--- config.mk ---
export PLATFORM = sky130hd
export DESIGN_NAME = mem_dump_display
export DESIGN_NICKNAME = d
export VERILOG_FILES = /design/src/rtl/mem_dump_display_pkg.sv /design/src/rtl/mem_dump_display_btn_debounce.sv /design/src/rtl/mem_dump_display.sv
export SDC_FILE = /design/constraint.sdc
export NUM_CORES = 1
export LEC_CHECK = 0
export BUFFER_PORTS_ARGS = -buffer_cell sky130_fd_sc_hd__buf_2
export CAP_MARGIN = 20
export CORE_UTILIZATION = 35
export CTS_BUF_LIST = sky130_fd_sc_hd__clkbuf_4 sky130_fd_sc_hd__clkbuf_8
export DETAILED_ROUTE_END_ITERATION = 6
export SKIP_CTS_REPAIR_TIMING = 1
export SLEW_MARGIN = 20
export SYNTH_ARGS = -nofsm -noshare
export SYNTH_HDL_FRONTEND = slang
export SYNTH_HIERARCHICAL = 1
export SYNTH_SLANG_ARGS = --single-unit
--- constraint.sdc ---
create_clock -name clk -period 5.3 [get_ports clk]
set_input_delay 1.325 -clock clk [delete_from_list [all_inputs] [get_ports clk]]
set_output_delay 1.325 -clock clk [all_outputs]
set_load 0.005 [all_outputs]
--- src/rtl/mem_dump_display_pkg.sv ---
// Shared definitions for the memory-dump display block.
//   dump_state_e    : dump FSM state encoding
//   HEX_SEG_TABLE   : active-low 7-segment patterns for nibbles 0-F,
//                     bit order {g,f,e,d,c,b,a}
//   hex_to_seg()    : table lookup helper
package mem_dump_display_pkg;

  typedef enum logic [1:0] {
    ST_IDLE   = 2'd0,
    ST_SETTLE = 2'd1,
    ST_DUMP   = 2'd2
  } dump_state_e;

  localparam logic [6:0] HEX_SEG_TABLE [0:15] = '{
    7'h40, 7'h79, 7'h24, 7'h30,
    7'h19, 7'h12, 7'h02, 7'h78,
    7'h00, 7'h10, 7'h08, 7'h03,
    7'h46, 7'h21, 7'h06, 7'h0E
  };

  function automatic logic [6:0] hex_to_seg(input logic [3:0] nib);
    return HEX_SEG_TABLE[nib];
  endfunction

endpackage

--- src/rtl/mem_dump_display_btn_debounce.sv ---
// Pushbutton conditioner: 2-flop synchronizer followed by a stability
// debouncer. Emits a single-clock pulse when a 0->1 level change has been
// stable for DEB_CYCLES clocks; releases are filtered the same way but
// produce no pulse, so holding a button never repeats.
//   clk, rst_n : clock, async active-low reset
//   raw        : unsynchronized button input, active-high
//   pulse      : one-clock accepted-press strobe
module btn_debounce #(
  parameter int DEB_CYCLES = 500000
) (
  input  logic clk,
  input  logic rst_n,
  input  logic raw,
  output logic pulse
);

  localparam int CNT_W = (DEB_CYCLES > 1) ? $clog2(DEB_CYCLES) : 1;
  localparam logic [CNT_W-1:0] CNT_RELOAD = CNT_W'(DEB_CYCLES - 1);

  logic             sync1_q, sync1_d;
  logic             sync2_q, sync2_d;
  logic             stable_q, stable_d;
  logic [CNT_W-1:0] cnt_q, cnt_d;
  logic             pulse_q, pulse_d;

  always_comb begin
    sync1_d  = raw;
    sync2_d  = sync1_q;
    stable_d = stable_q;
    cnt_d    = cnt_q;
    pulse_d  = 1'b0;
    // Down-counter runs only while the synchronized input disagrees with
    // the accepted level; any agreement restarts the stability window.
    if (sync2_q == stable_q) begin
      cnt_d = CNT_RELOAD;
    end else if (cnt_q == '0) begin
      stable_d = sync2_q;
      cnt_d    = CNT_RELOAD;
      pulse_d  = sync2_q;
    end else begin
      cnt_d = cnt_q - CNT_W'(1);
    end
  end

  always_ff @(posedge clk or negedge rst_n) begin
    if (!rst_n) begin
      sync1_q  <= 1'b0;
      sync2_q  <= 1'b0;
      stable_q <= 1'b0;
      cnt_q    <= '0;
      pulse_q  <= 1'b0;
    end else begin
      sync1_q  <= sync1_d;
      sync2_q  <= sync2_d;
      stable_q <= stable_d;
      cnt_q    <= cnt_d;
      pulse_q  <= pulse_d;
    end
  end

  assign pulse = pulse_q;

endmodule

--- src/rtl/mem_dump_display.sv ---
// Post-run data-RAM viewer. Once the CPU flags end-of-program and the
// pipeline has drained, takes over the RAM address mux and shows one
// 16-bit half of the addressed word on a 4-digit multiplexed hex display.
// Buttons step the address (next/prev) or reload it from the switches.
//   clk, rst_n     : clock, async active-low reset
//   prog_done      : CPU end-of-program level
//   btn_next/prev/load : raw pushbuttons, active-high
//   sw_addr        : switch start address
//   half_sel       : 1 = bits 31:16, 0 = bits 15:0
//   mem_rdata      : RAM async read data
//   mem_addr       : RAM read address
//   addr_override  : 1 = this block owns the RAM address
//   dump_active    : FSM in DUMP
//   seg, an        : active-low segments (bit 7 = dp) and digit enables
//
// state     | meaning
// ST_IDLE   | CPU running or not finished; display blank
// ST_SETTLE | prog_done seen, waiting SETTLE_CYCLES for pipeline drain
// ST_DUMP   | own RAM address, buttons active, display lit
module mem_dump_display
  import mem_dump_display_pkg::*;
#(
  parameter int ADDR_W        = 10,
  parameter int DEB_CYCLES    = 500000,
  parameter int SCAN_W        = 16,
  parameter int SETTLE_CYCLES = 4
) (
  input  logic              clk,
  input  logic              rst_n,
  input  logic              prog_done,
  input  logic              btn_next,
  input  logic              btn_prev,
  input  logic              btn_load,
  input  logic [ADDR_W-1:0] sw_addr,
  input  logic              half_sel,
  input  logic [31:0]       mem_rdata,
  output logic [ADDR_W-1:0] mem_addr,
  output logic              addr_override,
  output logic              dump_active,
  output logic [7:0]        seg,
  output logic [3:0]        an
);

  localparam int SET_W = (SETTLE_CYCLES > 1) ? $clog2(SETTLE_CYCLES) : 1;
  localparam logic [SET_W-1:0] SETTLE_RELOAD = SET_W'(SETTLE_CYCLES - 1);

  dump_state_e       state_q, state_d;
  logic [SET_W-1:0]  settle_q, settle_d;
  logic [ADDR_W-1:0] addr_q, addr_d;
  logic [31:0]       word_q, word_d;
  logic [SCAN_W-1:0] scan_q, scan_d;

  logic next_pulse, prev_pulse, load_pulse;

  btn_debounce #(.DEB_CYCLES(DEB_CYCLES)) u_deb_next (
    .clk   (clk),
    .rst_n (rst_n),
    .raw   (btn_next),
    .pulse (next_pulse)
  );

  btn_debounce #(.DEB_CYCLES(DEB_CYCLES)) u_deb_prev (
    .clk   (clk),
    .rst_n (rst_n),
    .raw   (btn_prev),
    .pulse (prev_pulse)
  );

  btn_debounce #(.DEB_CYCLES(DEB_CYCLES)) u_deb_load (
    .clk   (clk),
    .rst_n (rst_n),
    .raw   (btn_load),
    .pulse (load_pulse)
  );

  always_comb begin
    state_d  = state_q;
    settle_d = settle_q;
    addr_d   = addr_q;
    word_d   = word_q;
    scan_d   = scan_q + SCAN_W'(1);

    case (state_q)
      ST_IDLE: begin
        if (prog_done) begin
          state_d  = ST_SETTLE;
          settle_d = SETTLE_RELOAD;
        end
      end
      ST_SETTLE: begin
        if (settle_q == '0) begin
          state_d = ST_DUMP;
          addr_d  = sw_addr;
        end else begin
          settle_d = settle_q - SET_W'(1);
        end
      end
      ST_DUMP: begin
        word_d = mem_rdata;
        // load wins; simultaneous next+prev cancel out
        if (load_pulse) begin
          addr_d = sw_addr;
        end else if (next_pulse && !prev_pulse) begin
          addr_d = addr_q + ADDR_W'(1);
        end else if (prev_pulse && !next_pulse) begin
          addr_d = addr_q - ADDR_W'(1);
        end
      end
      default: state_d = ST_IDLE;
    endcase

    // Losing prog_done aborts from any state, overriding the above.
    if (!prog_done) begin
      state_d = ST_IDLE;
    end
  end

  always_ff @(posedge clk or negedge rst_n) begin
    if (!rst_n) begin
      state_q  <= ST_IDLE;
      settle_q <= '0;
      addr_q   <= '0;
      word_q   <= '0;
      scan_q   <= '0;
    end else begin
      state_q  <= state_d;
      settle_q <= settle_d;
      addr_q   <= addr_d;
      word_q   <= word_d;
      scan_q   <= scan_d;
    end
  end

  logic        in_dump;
  logic [1:0]  digit;
  logic [15:0] half_word;
  logic [3:0]  nibble;

  assign in_dump       = (state_q == ST_DUMP);
  assign dump_active   = in_dump;
  assign addr_override = in_dump;
  assign mem_addr      = addr_q;

  assign digit     = scan_q[SCAN_W-1 -: 2];
  assign half_word = half_sel ? word_q[31:16] : word_q[15:0];
  assign nibble    = half_word[{digit, 2'b00} +: 4];

  always_comb begin
    an  = 4'b1111;
    seg = 8'hFF;
    if (in_dump) begin
      case (digit)
        2'd0:    an = 4'b1110;
        2'd1:    an = 4'b1101;
        2'd2:    an = 4'b1011;
        default: an = 4'b0111;
      endcase
      // dp marks the upper half on the most-significant digit
      seg = {~((digit == 2'd3) && half_sel), hex_to_seg(nibble)};
    end
  end

endmodule
Word level (Yosys, flattened, before mapping)
Memories as Yosys holds them, arrays and structs flattened. Index checks and enable logic that the tools add are counted.

Equal/unequal tests: 14. Shift operators: 1. Reduce and logical (&&, ||, !) cells: 19. Add/subtract/negate cells: 7. Bitwise gates (word level): 5. Muxes and demuxes: 29. Multiply operators: 0. Div/mod/pow operators: 0. $lt $le $gt $ge: 1.

Operators by type and width (number): 19-bit 2-to-1 mux (6); 19-bit zero test (3); 19-bit by 1-bit subtractor with 19-bit output, second input constant (3); 10-bit 2-to-1 mux (4); 10-bit one-hot mux with 2 select lines (1); 16-bit by 1-bit adder with 16-bit output, second input constant (1); 16-bit 2-to-1 mux (1); 16-bit by 5-bit indexed part select with 4-bit output (1); 7-bit 2-to-1 mux (2); 4-bit one-hot mux with 3 select lines (1); 10-bit by 1-bit adder with 10-bit output, second input constant (1); 10-bit by 1-bit subtractor with 10-bit output, second input constant (1); 2-bit 2-to-1 mux (4); 8-bit 2-to-1 mux (1); 2-bit inequality test, second input constant (4); 2-bit AND reduction (4); 2-bit == test, second input constant (3); 2-bit zero test (3); 1-bit 2-to-1 mux (6); 2-bit one-hot mux with 3 select lines (1); 3-bit AND reduction (2); 5-bit >= comparator, second input constant (1); 4-bit inverter with 5-bit output (1); 2-bit by 1-bit == test with 1-bit output, second input constant (2); 10 further kinds (19).

Bits of input ports: 49. Memories kept: 1. Memory bits (writable): 0. Register bits: 131. Memory bits (read-only): 112. Logic and storage cells: 97. Bits in latches: 0.

Memories: (no name shown) (depth 16, bits a word 7, read ports 1, clocked after Yosys merged registers in 0, wr ports 0, RTL line mem_dump_display_pkg.sv:22) `return HEX_SEG_TABLE[nib];`.

Logic depth before layout (Yosys ltp)
Word-level depth: 7. Gate-level depth with buffers: 9. Depth with buffers taken out: 9.

Modules after synthesis
Netlist, hierarchy kept.

Modules (own cells, without submodules): mem_dump_display (cells an instance 326, area an instance 3567.2 um2, instances 1, sequential area each 1551.5 um2); btn_debounce (cells an instance 106, area an instance 1126.1 um2, instances 3, sequential area each 575.6 um2).

Worst setup path before layout
No wires, ideal clock.

Path kind: input port to output port. Start point: in half_sel. End point: out seg[4]. Setup slack: 0.836 ns. Arrival time: 3.139 ns. Stages: 7. Path buffers: 1. Cells stage by stage: buf_6 mux4_2 mux2_2 ha_1 nor2b_2 a21o_1 a221o_1.

Word-level cells in the longest chain between the ends: 7.

Ends and longest elaborated chain: start: declaration (RTL line mem_dump_display.sv:35) `input logic half_sel,`; 16-bit 2-to-1 mux (RTL line mem_dump_display.sv:145) `assign half_word = half_sel ? word_q[31:16] : word_q[15:0];`; 16-bit by 5-bit indexed part select with 4-bit output (RTL line mem_dump_display.sv:146) `assign nibble = half_word[{digit, 2'b00} +: 4];`; 4-bit inverter with 5-bit output (not written as such) (RTL line mem_dump_display_pkg.sv:22); memory 16 x 7 bit; 7-bit 2-to-1 mux (not written as such) (2 in series) (RTL line mem_dump_display_pkg.sv:22); 8-bit 2-to-1 mux (RTL line mem_dump_display.sv:151) `if (in_dump) begin`; end: declaration (RTL line mem_dump_display.sv:40) `output logic [7:0] seg,`.

No other way between the ends. The select of a mux whose other input is x is not followed.

Worst setup path in the final report
Ends and elaborated chain as after synthesis.

==> results.json <==
{
  "status": "complete, no violations",
  "synth-edff-count": 0,
  "dr.pass1.iters": 4,
  "ys_async_sr_fraction_pct": 100,
  "end_kind": "output port",
  "finalCritPeriodShare_pct": 91.5,
  "wirelength_um": 13700,
  "syn_area_mm2": 0.00695,
  "dpl.hpwl_um": 9560,
  "drt_iter0_markers": 313,
  "max_slew.worst_pin.slew_ns": 0.967,
  "crit_buf_inv": 2,
  "synthToLayoutAreaGrowth_pct": 15.2,
  "fp.dieArea_mm2": 0.0204,
  "grt_use_total_pct": 14.3,
  "ys_seq_area_share_pct": 47.2,
  "htreeDepth": 4,
  "cts_buffers": 17,
  "fmaxAchievable_mhz": 206,
  "cpMostUsedCell": "buf_2",
  "reg2regPathDepth": 9,
  "worst-path-stages": 8,
  "ir_drop_mv": 0.161,
  "vias": 4996,
  "cp_cell_sequence": "buf_2, mux4_2, mux2_2, ha_1, nor2b_2, a21o_1, a221o_1, buf_2",
  "ctsLongestPathBuffers": 2,
  "root_buffer": "clkbuf_8",
  "max_stage_delay_ns": 0.53,
  "path_max_fanout": 9,
  "synth.distinct_cells": 64,
  "grt_pass1_vias": 4616,
  "detail-route-antenna-nets": 0,
  "timing.final.ws_setup_ns": 0.449,
  "final_util_pct": 41.1,
  "slowest_stage": "mux4_2",
  "die_width_um": 143,
  "total_power_w": 0.00278,
  "pre_cts_ws_ns": 0.436,
  "p_per_area_mw_per_mm2": 347,
  "clock-sinks": 131,
  "place_congestion": 0.763,
  "maxSlewViolCount": 0,
  "fin_area_mm2": 0.00800,
  "die_h_um": 143,
  "nets": 801,
  "core_mm2": 0.0195,
  "cp_top_family": "multiplexers",
  "path_class": "in -> out",
  "grt_max_degree": 103,
  "antenna_found_initial": 0,
  "netlist_instances": 644,
  "tritoncts": "done",
  "drc": 0,
  "wl_per_cell_um": 13.7,
  "initial_utilization_pct": 35.7,
  "hold_class": "reg -> reg",
  "clk_pin_slew_ns": 0.07,
  "period_minus_slack_ns": 4.85,
  "vias_per_cell": 4.99,
  "ios": 73,
  "setup_tns_ns": 0,
  "startpoint": "half_sel",
  "drive_gt1_share_pct": 25.3,
  "min_path_cells": 0,
  "ys_warn_count": 6,
  "synth.top_cell.area_share_pct": 47.2,
  "n_antenna_cell": 0,
  "leakagePower_nw": 3.47,
  "ys_ff_latch": 131,
  "min-delay-start": "u_deb_prev/sync1_q$_DFF_PN0_",
  "io_buffer_count": 72,
  "syn_avg_cell_area_um2": 10.8,
  "yosysMostFrequentCell": "dfrtp_1",
  "std_cell_rows": 51,
  "reg2reg_from": "u_deb_prev/pulse$_DFF_PN0_",
  "place_area_mm2": 0.00762,
  "setup_viol": 0,
  "finalHoldViolCount": 0,
  "cp.arrival_ns": 3.53,
  "slew_headroom_pct": 35.4,
  "grt_overflow_total": 0,
  "yosys-top-cells-area": "dfrtp_1 (47%), mux2_2 (5.8%), ha_1 (4.9%)",
  "crit_path_start_kind": "primary input",
  "cp_data_required_time_ns": 3.97,
  "yosysTopAreaCell": "dfrtp_1",
  "synthTopCellsByCount": "dfrtp_1 (131), nor2_1 (58), nand2_1 (53), mux2_2 (36), xnor2_1 (30)",
  "synth.net_count": 721,
  "rsz0062_at_grt": "false",
  "grt_first_pass_wirelength_um": 22900,
  "drv_cap": 0,
  "fin_skew_ns": 0.0106,
  "synthFlopType": "dfrtp_1",
  "clkLatencyLatePin_ns": 0.44
}
-- path summary, 6_finish.rpt --
path | slack [ns] | end
worst max-delay path | 0.45 | seg[4]
worst min-delay path | 0.35 | u_deb_prev/sync2_q$_DFF_PN0_
worst max register to register | 2.73 | mem_addr[9]$_DFFE_PN0P_
worst min register to register | 0.35 | u_deb_prev/sync2_q$_DFF_PN0_
max in group asynchronous | 3.31 | u_deb_next/cnt_q[4]$_DFF_PN0_
min in group asynchronous | 0.94 | word_q[6]$_DFFE_PN0P_
-- stage by stage --
stage | std cells | hold WS [ns]
floorplan | 644 | 0.331
global placement | 970 | 0.339
detailed placement | 970 | 0.335
CTS | 1001 | 0.353
global route | 1001 | 0.363
finish | 1001 | 0.352
-- state kept, by name, summed over array words and instances, names as in the netlist, 2 cells and up --
name	flops
u_deb_load/cnt_q	19
word_q	32
mem_addr	10
u_deb_next/cnt_q	19
u_deb_prev/cnt_q	19
scan_q	16
settle_q	2
state_q	2
-- placed cells by master, fill, tap and decap left out, drive strengths merged, types with 4 or more instances in the layout --
cell type,count
nor2,58
nand4,10
o21ai,18
xnor2,30
clkinvlp,4
mux4,8
o31ai,11
inv,23
a31oi,10
clkinv,6
nand3,29
and3,4
or3,5
a21oi,18
ha,27
and4,7
clkbuf,18
nor3b,9
buf,79
or2,6
nor2b,8
nand2,53
and2,4
a21boi,4
nor4,13
xor2,25
nand2b,4
mux2,39
mux2i,4
nor3,21
or4,13
dfrtp,131
-- report_power, final --
part | leakage [nW] | internal (W) | switching (W)
clock | 0.187 | 0.000426 | 0.000401
sequential | 1.60 | 0.00115 | 0.000104
combinational | 1.69 | 0.000349 | 0.000348
total | 3.47 | 0.00193 | 0.000853
-- layer usage --
layer	part of all wire [%]	vias to the layer above	routed length [µm]	track usage (%)
met1	52	2428	7060	19.9
met4	0.97	0	133	4.75
met5	0	-	0	0
met3	2.7	9	374	3.86
met2	45	70	6100	21.6
li1	-	2489	-	-
-- area by class of cell --
class,instances,area (µm²)
clock buffer,18,248
sequential,131,3280
fill,1869,11500
timing repair buffer,79,419
clock inverter,13,136
inverter,22,82.6
multi-input combinational,473,3510
tap,265,332
-- cell families after synthesis --
group | Yosys count | share of synthesized area, %
AOI/OAI and AO/OA | 86 | 8.27
xor gates and xnor gates | 55 | 6.94
adders and majority gates | 28 | 5.15
buffers and inverters | 40 | 2.41
DFF | 131 | 47.2
muxes | 51 | 9.73
and+or+nand+nor | 253 | 20.3
Note: power is estimated with default switching activity, not from simulation.
